[config.mk]
export PLATFORM = sky130hd
export DESIGN_NAME = load_store_unit
export DESIGN_NICKNAME = d
export VERILOG_FILES = /design/src/rtl/load_store_unit_pkg.sv /design/src/rtl/lsu_align.sv /design/src/rtl/load_store_unit.sv
export SDC_FILE = /design/constraint.sdc
export NUM_CORES = 1
export LEC_CHECK = 0
export ABC_AREA = 1
export CAP_MARGIN = 20
export CORE_ASPECT_RATIO = 0.8
export CORE_MARGIN = 1.5
export CORE_UTILIZATION = 55
export DETAILED_ROUTE_END_ITERATION = 16
export DONT_BUFFER_PORTS = 1
export PLACE_DENSITY = 0.75
export SLEW_MARGIN = 10
export SYNTH_ARGS = -nofsm -noshare
export SYNTH_HDL_FRONTEND = slang
export SYNTH_SLANG_ARGS = --single-unit
[constraint.sdc]
create_clock -name clk -period 8.8 [get_ports clk]
set_clock_uncertainty 0.15 [all_clocks]
set_input_delay 2.2 -clock clk [delete_from_list [all_inputs] [get_ports clk]]
set_output_delay 2.2 -clock clk [all_outputs]
set_load 0.01 [all_outputs]
[src/rtl/load_store_unit_pkg.sv]
// rtl/load_store_unit_pkg.sv - shared types and constants for the load/store unit
// Purpose: FSM state encoding, funct3 access-size codes, byte-enable patterns
//          and the funct3 legality check shared by the top and lsu_align.
package load_store_unit_pkg;

    typedef enum logic [1:0] {
        ST_IDLE = 2'd0,
        ST_BUS  = 2'd1,
        ST_DONE = 2'd2
    } lsu_state_e;

    localparam logic [2:0] F3_B  = 3'b000;
    localparam logic [2:0] F3_H  = 3'b001;
    localparam logic [2:0] F3_W  = 3'b010;
    localparam logic [2:0] F3_BU = 3'b100;
    localparam logic [2:0] F3_HU = 3'b101;

    localparam logic [3:0] BE_BYTE = 4'b0001;
    localparam logic [3:0] BE_HALF = 4'b0011;
    localparam logic [3:0] BE_WORD = 4'b1111;

    // Stores only have signed-size encodings; unsigned variants are load-only.
    function automatic logic funct3_legal(input logic [2:0] f3, input logic is_store);
        logic ok;
        if (is_store) begin
            ok = (f3 == F3_B) || (f3 == F3_H) || (f3 == F3_W);
        end else begin
            ok = (f3 == F3_B) || (f3 == F3_H) || (f3 == F3_W) ||
                 (f3 == F3_BU) || (f3 == F3_HU);
        end
        return ok;
    endfunction

endpackage

[src/rtl/lsu_align.sv]
// rtl/lsu_align.sv - combinational lane alignment for loads and stores
// Purpose: byte-enable generation, store lane replication, load lane select
//          with sign/zero extension, and misalignment detection.
// Ports:
//   i_offset     in  2   byte offset within the word (addr[1:0])
//   i_funct3     in  3   access size/sign code
//   i_wdata      in  32  raw store data
//   i_rword      in  32  raw memory read word
//   o_be         out 4   byte enables
//   o_wdata      out 32  lane-replicated store data
//   o_rdata      out 32  aligned and extended load data
//   o_misaligned out 1   halfword on odd byte or word on non-zero offset
module lsu_align
    import load_store_unit_pkg::*;
(
    input  logic [1:0]  i_offset,
    input  logic [2:0]  i_funct3,
    input  logic [31:0] i_wdata,
    input  logic [31:0] i_rword,
    output logic [3:0]  o_be,
    output logic [31:0] o_wdata,
    output logic [31:0] o_rdata,
    output logic        o_misaligned
);

    logic [7:0]  w_byte;
    logic [15:0] w_half;

    always_comb begin
        case (i_offset)
            2'd0:    w_byte = i_rword[7:0];
            2'd1:    w_byte = i_rword[15:8];
            2'd2:    w_byte = i_rword[23:16];
            default: w_byte = i_rword[31:24];
        endcase
        w_half = i_offset[1] ? i_rword[31:16] : i_rword[15:0];
    end

    always_comb begin
        o_be         = 4'b0000;
        o_wdata      = i_wdata;
        o_rdata      = 32'h0;
        o_misaligned = 1'b0;
        case (i_funct3)
            F3_B, F3_BU: begin
                o_be    = BE_BYTE << i_offset;
                o_wdata = {4{i_wdata[7:0]}};
                o_rdata = (i_funct3 == F3_B) ? {{24{w_byte[7]}}, w_byte}
                                             : {24'h0, w_byte};
            end
            F3_H, F3_HU: begin
                o_be         = BE_HALF << i_offset;
                o_wdata      = {2{i_wdata[15:0]}};
                o_rdata      = (i_funct3 == F3_H) ? {{16{w_half[15]}}, w_half}
                                                  : {16'h0, w_half};
                o_misaligned = i_offset[0];
            end
            F3_W: begin
                o_be         = BE_WORD;
                o_wdata      = i_wdata;
                o_rdata      = i_rword;
                o_misaligned = (i_offset != 2'd0);
            end
            default: begin
                o_be    = 4'b0000;
                o_wdata = i_wdata;
                o_rdata = 32'h0;
            end
        endcase
    end

endmodule

[src/rtl/load_store_unit.sv]
// rtl/load_store_unit.sv - core-side load/store unit bridging to a ready-handshake memory bus
// Purpose: accepts a held load/store request from the core, stalls it while a
//          single bus transaction is outstanding, returns aligned load data and
//          pulses fault on misaligned/illegal accesses or bus timeout.
// Ports:
//   clk, reset                  clock (rising edge), async active-high reset
//   i_addr, i_wdata, i_funct3   core byte address, store data, size/sign code
//   i_mem_read, i_mem_write     level requests, held while the instruction is held
//   o_stall, o_rdata, o_fault   core hold, load result, one-cycle fault pulse
//   o_bus_req, o_bus_we         bus request (held until i_bus_ready), write flag
//   o_bus_addr, o_bus_wdata     word address, lane-replicated store data
//   o_bus_be                    byte enables
//   i_bus_ready, i_bus_rdata    bus completion and read word (same cycle)
module load_store_unit
    import load_store_unit_pkg::*;
#(
    parameter int unsigned TIMEOUT = 255
)(
    input  logic        clk,
    input  logic        reset,
    input  logic [31:0] i_addr,
    input  logic [31:0] i_wdata,
    input  logic        i_mem_read,
    input  logic        i_mem_write,
    input  logic [2:0]  i_funct3,
    output logic        o_stall,
    output logic [31:0] o_rdata,
    output logic        o_fault,
    output logic        o_bus_req,
    output logic        o_bus_we,
    output logic [31:0] o_bus_addr,
    output logic [31:0] o_bus_wdata,
    output logic [3:0]  o_bus_be,
    input  logic        i_bus_ready,
    input  logic [31:0] i_bus_rdata
);

    lsu_state_e  r_state;
    lsu_state_e  w_next_state;
    logic [31:0] r_addr;
    logic [31:0] r_wdata;
    logic [2:0]  r_funct3;
    logic        r_we;
    logic [31:0] r_cnt;
    logic [31:0] r_rdata;
    logic        r_timed_out;

    logic        w_access;
    logic        w_we;
    logic        w_reject;
    logic        w_start;
    logic        w_timeout_hit;
    logic        w_stall;
    logic        w_fault;
    logic        w_fault_idle;
    logic [1:0]  w_sel_offset;
    logic [2:0]  w_sel_funct3;
    logic [3:0]  w_be;
    logic [31:0] w_wdata_rep;
    logic [31:0] w_load_data;
    logic        w_misaligned;

    // Both requests high is treated as a store.
    assign w_access = i_mem_read | i_mem_write;
    assign w_we     = i_mem_write;

    // The aligner checks the live request in IDLE and drives the bus from the
    // registered copy afterwards, so bus outputs stay stable during BUS.
    assign w_sel_offset = (r_state == ST_IDLE) ? i_addr[1:0] : r_addr[1:0];
    assign w_sel_funct3 = (r_state == ST_IDLE) ? i_funct3    : r_funct3;

    lsu_align u_align (
        .i_offset     (w_sel_offset),
        .i_funct3     (w_sel_funct3),
        .i_wdata      (r_wdata),
        .i_rword      (i_bus_rdata),
        .o_be         (w_be),
        .o_wdata      (w_wdata_rep),
        .o_rdata      (w_load_data),
        .o_misaligned (w_misaligned)
    );

    assign w_reject = w_access & (w_misaligned | ~funct3_legal(i_funct3, w_we));

    always_ff @(posedge clk or posedge reset) begin
        if (reset) begin
            r_state <= ST_IDLE;
        end else begin
            r_state <= w_next_state;
        end
    end

    always_comb begin
        w_next_state  = r_state;
        w_stall       = 1'b0;
        w_fault       = 1'b0;
        w_fault_idle  = 1'b0;
        w_start       = 1'b0;
        w_timeout_hit = 1'b0;
        o_bus_req     = 1'b0;
        case (r_state)
            ST_IDLE: begin
                if (w_access) begin
                    if (w_reject) begin
                        w_fault      = 1'b1;
                        w_fault_idle = 1'b1;
                    end else begin
                        w_stall      = 1'b1;
                        w_start      = 1'b1;
                        w_next_state = ST_BUS;
                    end
                end
            end
            ST_BUS: begin
                w_stall   = 1'b1;
                o_bus_req = 1'b1;
                if (i_bus_ready) begin
                    w_next_state = ST_DONE;
                end else if (r_cnt == TIMEOUT - 1) begin
                    w_timeout_hit = 1'b1;
                    w_next_state  = ST_DONE;
                end
            end
            ST_DONE: begin
                // Timeout fault is reported here, after bus_req has dropped.
                w_fault      = r_timed_out;
                w_next_state = ST_IDLE;
            end
            default: begin
                w_next_state = ST_IDLE;
            end
        endcase
    end

    always_ff @(posedge clk or posedge reset) begin
        if (reset) begin
            r_addr      <= 32'h0;
            r_wdata     <= 32'h0;
            r_funct3    <= 3'b000;
            r_we        <= 1'b0;
            r_cnt       <= 32'h0;
            r_rdata     <= 32'h0;
            r_timed_out <= 1'b0;
        end else begin
            if (w_start) begin
                r_addr      <= i_addr;
                r_wdata     <= i_wdata;
                r_funct3    <= i_funct3;
                r_we        <= w_we;
                r_cnt       <= 32'h0;
                r_timed_out <= 1'b0;
            end
            if (w_fault_idle) begin
                r_rdata <= 32'h0;
            end
            if (r_state == ST_BUS) begin
                r_cnt <= r_cnt + 32'd1;
                if (i_bus_ready && !r_we) begin
                    r_rdata <= w_load_data;
                end
                if (w_timeout_hit) begin
                    r_rdata     <= 32'h0;
                    r_timed_out <= 1'b1;
                end
            end
            if (r_state == ST_DONE) begin
                r_timed_out <= 1'b0;
            end
        end
    end

    // Core-facing controls are forced low while reset is held, even if the
    // core keeps its request asserted.
    assign o_stall     = w_stall & ~reset;
    assign o_fault     = w_fault & ~reset;
    assign o_rdata     = w_fault_idle ? 32'h0 : r_rdata;
    assign o_bus_we    = r_we;
    assign o_bus_addr  = {r_addr[31:2], 2'b00};
    assign o_bus_wdata = w_wdata_rep;
    assign o_bus_be    = w_be;

endmodule

Word level (Yosys, flattened, before mapping):

Cells that the tools add are included.

* register bits after elaboration: 135
* input bits: 104
* output and inout port bits: 104

* add/sub/neg operators: 1
* equality and inequality tests: 16
* shift operators: 2
* multiplexer cells: 38
* bitwise gates (word level): 7
* reductions and logical operators: 15

Operators by type and width (count)
* 32-bit 2-to-1 mux: 8
* 32-bit one-hot mux with 3 select lines: 1
* 32-bit one-hot mux with 2 select lines: 1
* 32-bit by 1-bit adder with 32-bit output (second input constant): 1
* 32-bit by 8-bit == test with 1-bit output (second input constant): 1
* 8-bit one-hot mux with 3 select lines: 1
* 16-bit 2-to-1 mux: 1
* 1-bit 2-to-1 mux: 15
* 3-bit == test (second input constant): 4
* 4-bit one-hot mux with 3 select lines: 1
* 2-bit 2-to-1 mux: 5
* 3-bit by 1-bit == test with 1-bit output (second input constant): 2
* 3-bit by 2-bit == test with 1-bit output (second input constant): 2
* 3-bit logical NOT: 2
* 1-bit one-hot mux with 2 select lines: 3
* 2-bit by 1-bit == test with 1-bit output (second input constant): 2
* 2-bit == test (second input constant): 2
* 2-bit logical NOT: 2
* 1-bit logical OR: 4
* 2-bit != test (second input constant): 2
* 2-bit one-hot mux with 2 select lines: 1
* 2-bit nonzero test: 2
* 2-bit OR reduction: 2
* 1-bit by 2-bit << shifter with 4-bit output (first input constant): 1
* 9 further kinds: 13

Depth between registers and ports, before layout:

* word-level depth: 16
* depth in mapped cells: 14
* depth with buffers taken out: 13

Modules after synthesis:

Synthesis repeated with hierarchy kept, for this count alone.

* cells, all modules: 1287
* area total of the unflattened synthesis: 8644.5 um^2

Modules (own cells, without submodules)
* load_store_unit: instances 1, cells each 977, area an instance 7288.2 um^2, seq. area each 3378.2 um^2
* lsu_align: instances 1, cells each 310, area an instance 1356.3 um^2, seq. area each 0.0 um^2

Worst setup path after synthesis:

No wires, ideal clock.

* kind: input -> output
* start: input port i_funct3[1]
* end: output port o_bus_be[0]
* arrival time: 3.182 ns
* setup slack: 3.268 ns
* stages on the path: 7
* buffers on the path: 2
* cell sequence: inv_1 -> nand2_1 -> nand2_2 -> buf_4 -> inv_2 -> clkbuf_1 -> o21ai_0

* longest elaborated chain between the ends: 4

Ends and longest elaborated chain
* start, declared: RTL line load_store_unit.sv:25 `input logic [2:0] i_funct3,`
* 3-bit 2-to-1 mux *: RTL line load_store_unit.sv:70 `assign w_sel_funct3 = (r_state == ST_IDLE) ? i_funct3 : r_funct3;`
* 3-bit == test, or another cell as far along: RTL line lsu_align.sv:44 `case (i_funct3)`
* 2-bit OR reduction: RTL line lsu_align.sv:44
* 4-bit one-hot mux with 3 select lines *: RTL line lsu_align.sv:44
* end, declared: RTL line load_store_unit.sv:33 `output logic [3:0] o_bus_be,`

Every way passes the cells marked *; elsewhere a longest branch is shown, timed or not.

Worst setup path after layout:

* start: input port i_addr[1]
* end: output port o_stall

* longest elaborated chain between the ends: 9

Ends and longest elaborated chain
* start, declared: RTL line load_store_unit.sv:21 `input logic [31:0] i_addr,`
* 2-bit 2-to-1 mux: RTL line load_store_unit.sv:69 `assign w_sel_offset = (r_state == ST_IDLE) ? i_addr[1:0] : r_addr[1:0];`
* 2-bit nonzero test: RTL line lsu_align.sv:62 `o_misaligned = (i_offset != 2'd0);`
* 1-bit one-hot mux with 2 select lines: RTL line lsu_align.sv:44
* 1-bit OR: RTL line load_store_unit.sv:83 `assign w_reject = w_access & (w_misaligned | ~funct3_legal(i_funct3, w_we));`
* 1-bit AND: RTL line load_store_unit.sv:83
* 1-bit 2-to-1 mux: RTL line load_store_unit.sv:104 `if (w_reject) begin`
* 1-bit 2-to-1 mux: RTL line load_store_unit.sv:103 `if (w_access) begin`
* 1-bit one-hot mux with 2 select lines: RTL line load_store_unit.sv:101 `case (r_state)`
* 1-bit AND: RTL line load_store_unit.sv:174 `assign o_stall = w_stall & ~reset;`
* end, declared: RTL line load_store_unit.sv:26 `output logic o_stall,`

Every way passes these cells.

==> flow_summary.yaml <==
layout:
  diodes: 0
  fin_nets: 1188
  multi_input_comb_area_mm2: 0.003302
  fill_cells: 1316
  drive_above_1_share: 0.05114
  regArea_mm2: 0.003378
  area_growth_pct: 3.707
cts:
  hold_buffers: 0
  cts_sinks: 135
  cts_tree: "built"
  root_buffer: "clkbuf_16"
  numCtsBuffers: 17
  post_cts_resized: 0
  clk_latency_ps: 430
  clkTransAtPathRegs_ps: 60
  htree_levels: 4
  clk_path_buf_depth: 2
  cts_setup_buffers: 0
logic_synthesis:
  ys.warnings.count: 0
  synth_cell_types: 38
  synthTopCellsByArea: "dfrtp_1 43%, nand2_1 17%, inv_1 8.0%"
  synth_cells: 1143
  synth_top_area_frac: 0.4277
  synth_top_area_cell: "dfrtp_1"
  ys_seq_area_frac: 0.4277
  synth-seq-cells: 135
  syn_area_mm2: 0.007899
  avgSynthCellArea_um2: 6.911
route:
  wl_met1_mm: 8.297
  dr.pass1.iters: 6
  routed_wl_mm: 18.68
  ant_nets: 0
  routed-wl-met2_mm: 8.386
  dr.max_layer_used: "met4"
  route.met3.wl_mm: 1.729
  drc: 0
  vias: 6714
  vias_per_cell: 5.266
  wl_per_cell_um: 14.65
  drt_iter0_markers: 500
worst_setup_path:
  start_kind: "input pin"
  worstPathMaxFanout: 55
  rrSetupSlack_ps: 5370
  worst_path_most_repeated_cell: "nand2_1"
  cp_num_buf_inv: 2
  crit_slowest_cell: "nand2_1"
  cpPeakStageDelay_ps: 540
  cp-end-kind: "primary output"
  arrival_ps: 4340
  crit_required_ps: 6450
  path_cells: "inv_1, nand2_1, nand2_2, nand2_1, nand3_2, nand3_4, nand2_1, inv_1, nor2_1"
  critical_path.top_delay_family: "simple AND/OR/NAND/NOR gates"
  critPathKind: "input pin to primary output"
floorplanning:
  core.rowCount: 38
  dieArea_mm2: 0.01509
  die_w_um: 137.0
  die_h_um: 110.2
  core_area_mm2: 0.01379
  io-pin-count: 208
  initial_core_util: 0.5729
placed_design:
  dp_hpwl_mm: 13.17
  place_congestion: 0.9055
  portBuffers: 0
timing:
  fmax_ghz: 0.1495
  hold_viol_final: 0
  rsz0062_at_grt: "no"
  worstMarginPinSlew_ps: 1020
  tns_ps: 0
  setup_viol: 0
  relSlewSlack: 0.3175
  hold_slack_ps: 340.8
  period_needed_ps: 6689
  min_period_over_period: 0.7601
  slew_viol_final: 0
power:
  p_per_area_mw_per_mm2: 344.0
  p_leak_nw: 4.582
  peakVddDrop_mv: 0.1697
run:
  maxCapViolations: 0
grt:
  track_usage: 0.2531
  grt_pass1_wl_mm: 29.61
  antenna_found_initial: 0
  overflow: 0
  grt_pass1_vias: 6089
  grt_max_degree: 104
outcome:
  status: "completed"
hold_path:
  hold_path_class: "flop to flop"
## where the power goes
| group | switching (mW) | internal [mW] | total, mW |
|---|---|---|---|
| logic | 0.807 | 0.303 | 1.11 |
| registers | 0.172 | 0.831 | 1.00 |
| clock network | 0.272 | 0.433 | 0.705 |
| total | 1.25 | 1.57 | 2.82 |
## area by class of cell
cell class	instances	area share
Clock buffer	22	0.05667
Clock inverter	10	0.01482
Inverter	172	0.07943
Multi-Input combinational cell	752	0.4031
Sequential cell	135	0.4124
Tap cell	180	0.02749
Timing Repair Buffer	4	0.006110
## cells in the mapped netlist (all sizes together)
library cell and count:
nor3b 1, o21ai 119, nor4 1, a21boi 1
dfrtp 135, a41oi 1, or2 2, nand4 11
nor2 144, nand3 42, nand2 367, clkinv 1
a21oi 27, inv 171, o31ai 1, xnor2 1
o211ai 9, conb 1, clkbuf 12, a31oi 1
xor2 4, nor3 11, and2 1, o22ai 4
ha 2, buf 73
## cells by family (layout without fill, tap and decap cells)
family | count (synthesis) | in the layout | synth area share
AND/OR/NAND/NOR | 580 | 580 | 0.2967
buffers and inverters | 257 | 208 | 0.1560
AO/OA/AOI/OAI | 163 | 163 | 0.1104
flip-flops | 135 | 135 | 0.4277
XOR/XNOR | 5 | 5 | 0.005544
adder cells (fa/ha/maj) | 2 | 2 | 0.003168
other | 1 | 2 | 0.0004748
## flip-flops by register name, summed over array words and instances, names as in the netlist
register     count
o_bus_we         1
r_addr          32
r_cnt           32
r_funct3         3
r_rdata         32
r_state          2
r_timed_out      1
r_wdata         32
## worst min-delay path: stages (launching register included)
cell and delay [ps]:
dfrtp_1 340, nand2_1 50, o21ai_1 60
## cell usage in the layout, fill, tap and decap left out, types with 2 or more instances in the layout
| master | n |
|---|---|
| a21oi_1 | 26 |
| buf_4 | 3 |
| bufinv_16 | 2 |
| clkbuf_1 | 3 |
| clkbuf_16 | 17 |
| clkbuf_8 | 2 |
| clkinv_4 | 2 |
| clkinvlp_4 | 4 |
| conb_1 | 2 |
| dfrtp_1 | 135 |
| ha_1 | 2 |
| inv_1 | 167 |
| inv_2 | 3 |
| inv_6 | 2 |
| nand2_1 | 360 |
| nand2_2 | 7 |
| nand3_1 | 38 |
| nand3_2 | 3 |
| nand4_1 | 11 |
| nor2_1 | 143 |
| nor3_1 | 9 |
| o211ai_1 | 9 |
| o21ai_0 | 74 |
| o21ai_1 | 43 |
| o21ai_2 | 2 |
| o22ai_1 | 4 |
| or2_2 | 2 |
| xor2_1 | 4 |
## through the flow
| stage | std cells | util | area [µm²] | worst slack (ps) | total power, mW |
|---|---|---|---|---|---|
| after floorplan | 1144 | - | 7903 | 2839 | 2.045 |
| after global placement | 1242 | 0.5496 | 7579 | 2183 | 2.089 |
| after detailed placement | 1242 | 0.5496 | 7579 | 2138 | 2.119 |
| after CTS | 1274 | 0.5921 | 8164 | 2110 | 2.833 |
| after global routing | 1275 | 0.5941 | 8192 | 1857 | 3.060 |
| final | 1275 | 0.5941 | 8192 | 2111 | 2.818 |
## path summary, 6_finish.rpt
| kind | start | end | cells after the start |
|---|---|---|---|
| max | i_addr[1] | o_stall | 9 |
| min | r_wdata[18]$_DFFE_PP0P_ | r_wdata[18]$_DFFE_PP0P_ | 2 |
| max reg2reg | r_state[1]$_DFFE_PP0P_ | r_rdata[3]$_DFF_PP0_ | 8 |
| min reg2reg | r_wdata[18]$_DFFE_PP0P_ | r_wdata[18]$_DFFE_PP0P_ | 2 |
| max in group asynchronous | reset | r_rdata[10]$_DFF_PP0_ | 3 |
| min in group asynchronous | reset | r_addr[21]$_DFFE_PP0P_ | 1 |
## layer usage
layer | GRT usage | vias to the layer above
li1 | - | 3362
met1 | 0.3401 | 3048
met2 | 0.3952 | 277
met3 | 0.07682 | 27
met4 | 0.07820 | 0
met5 | 0 | -
No activity file was read; power rests on OpenSTA's default activity.
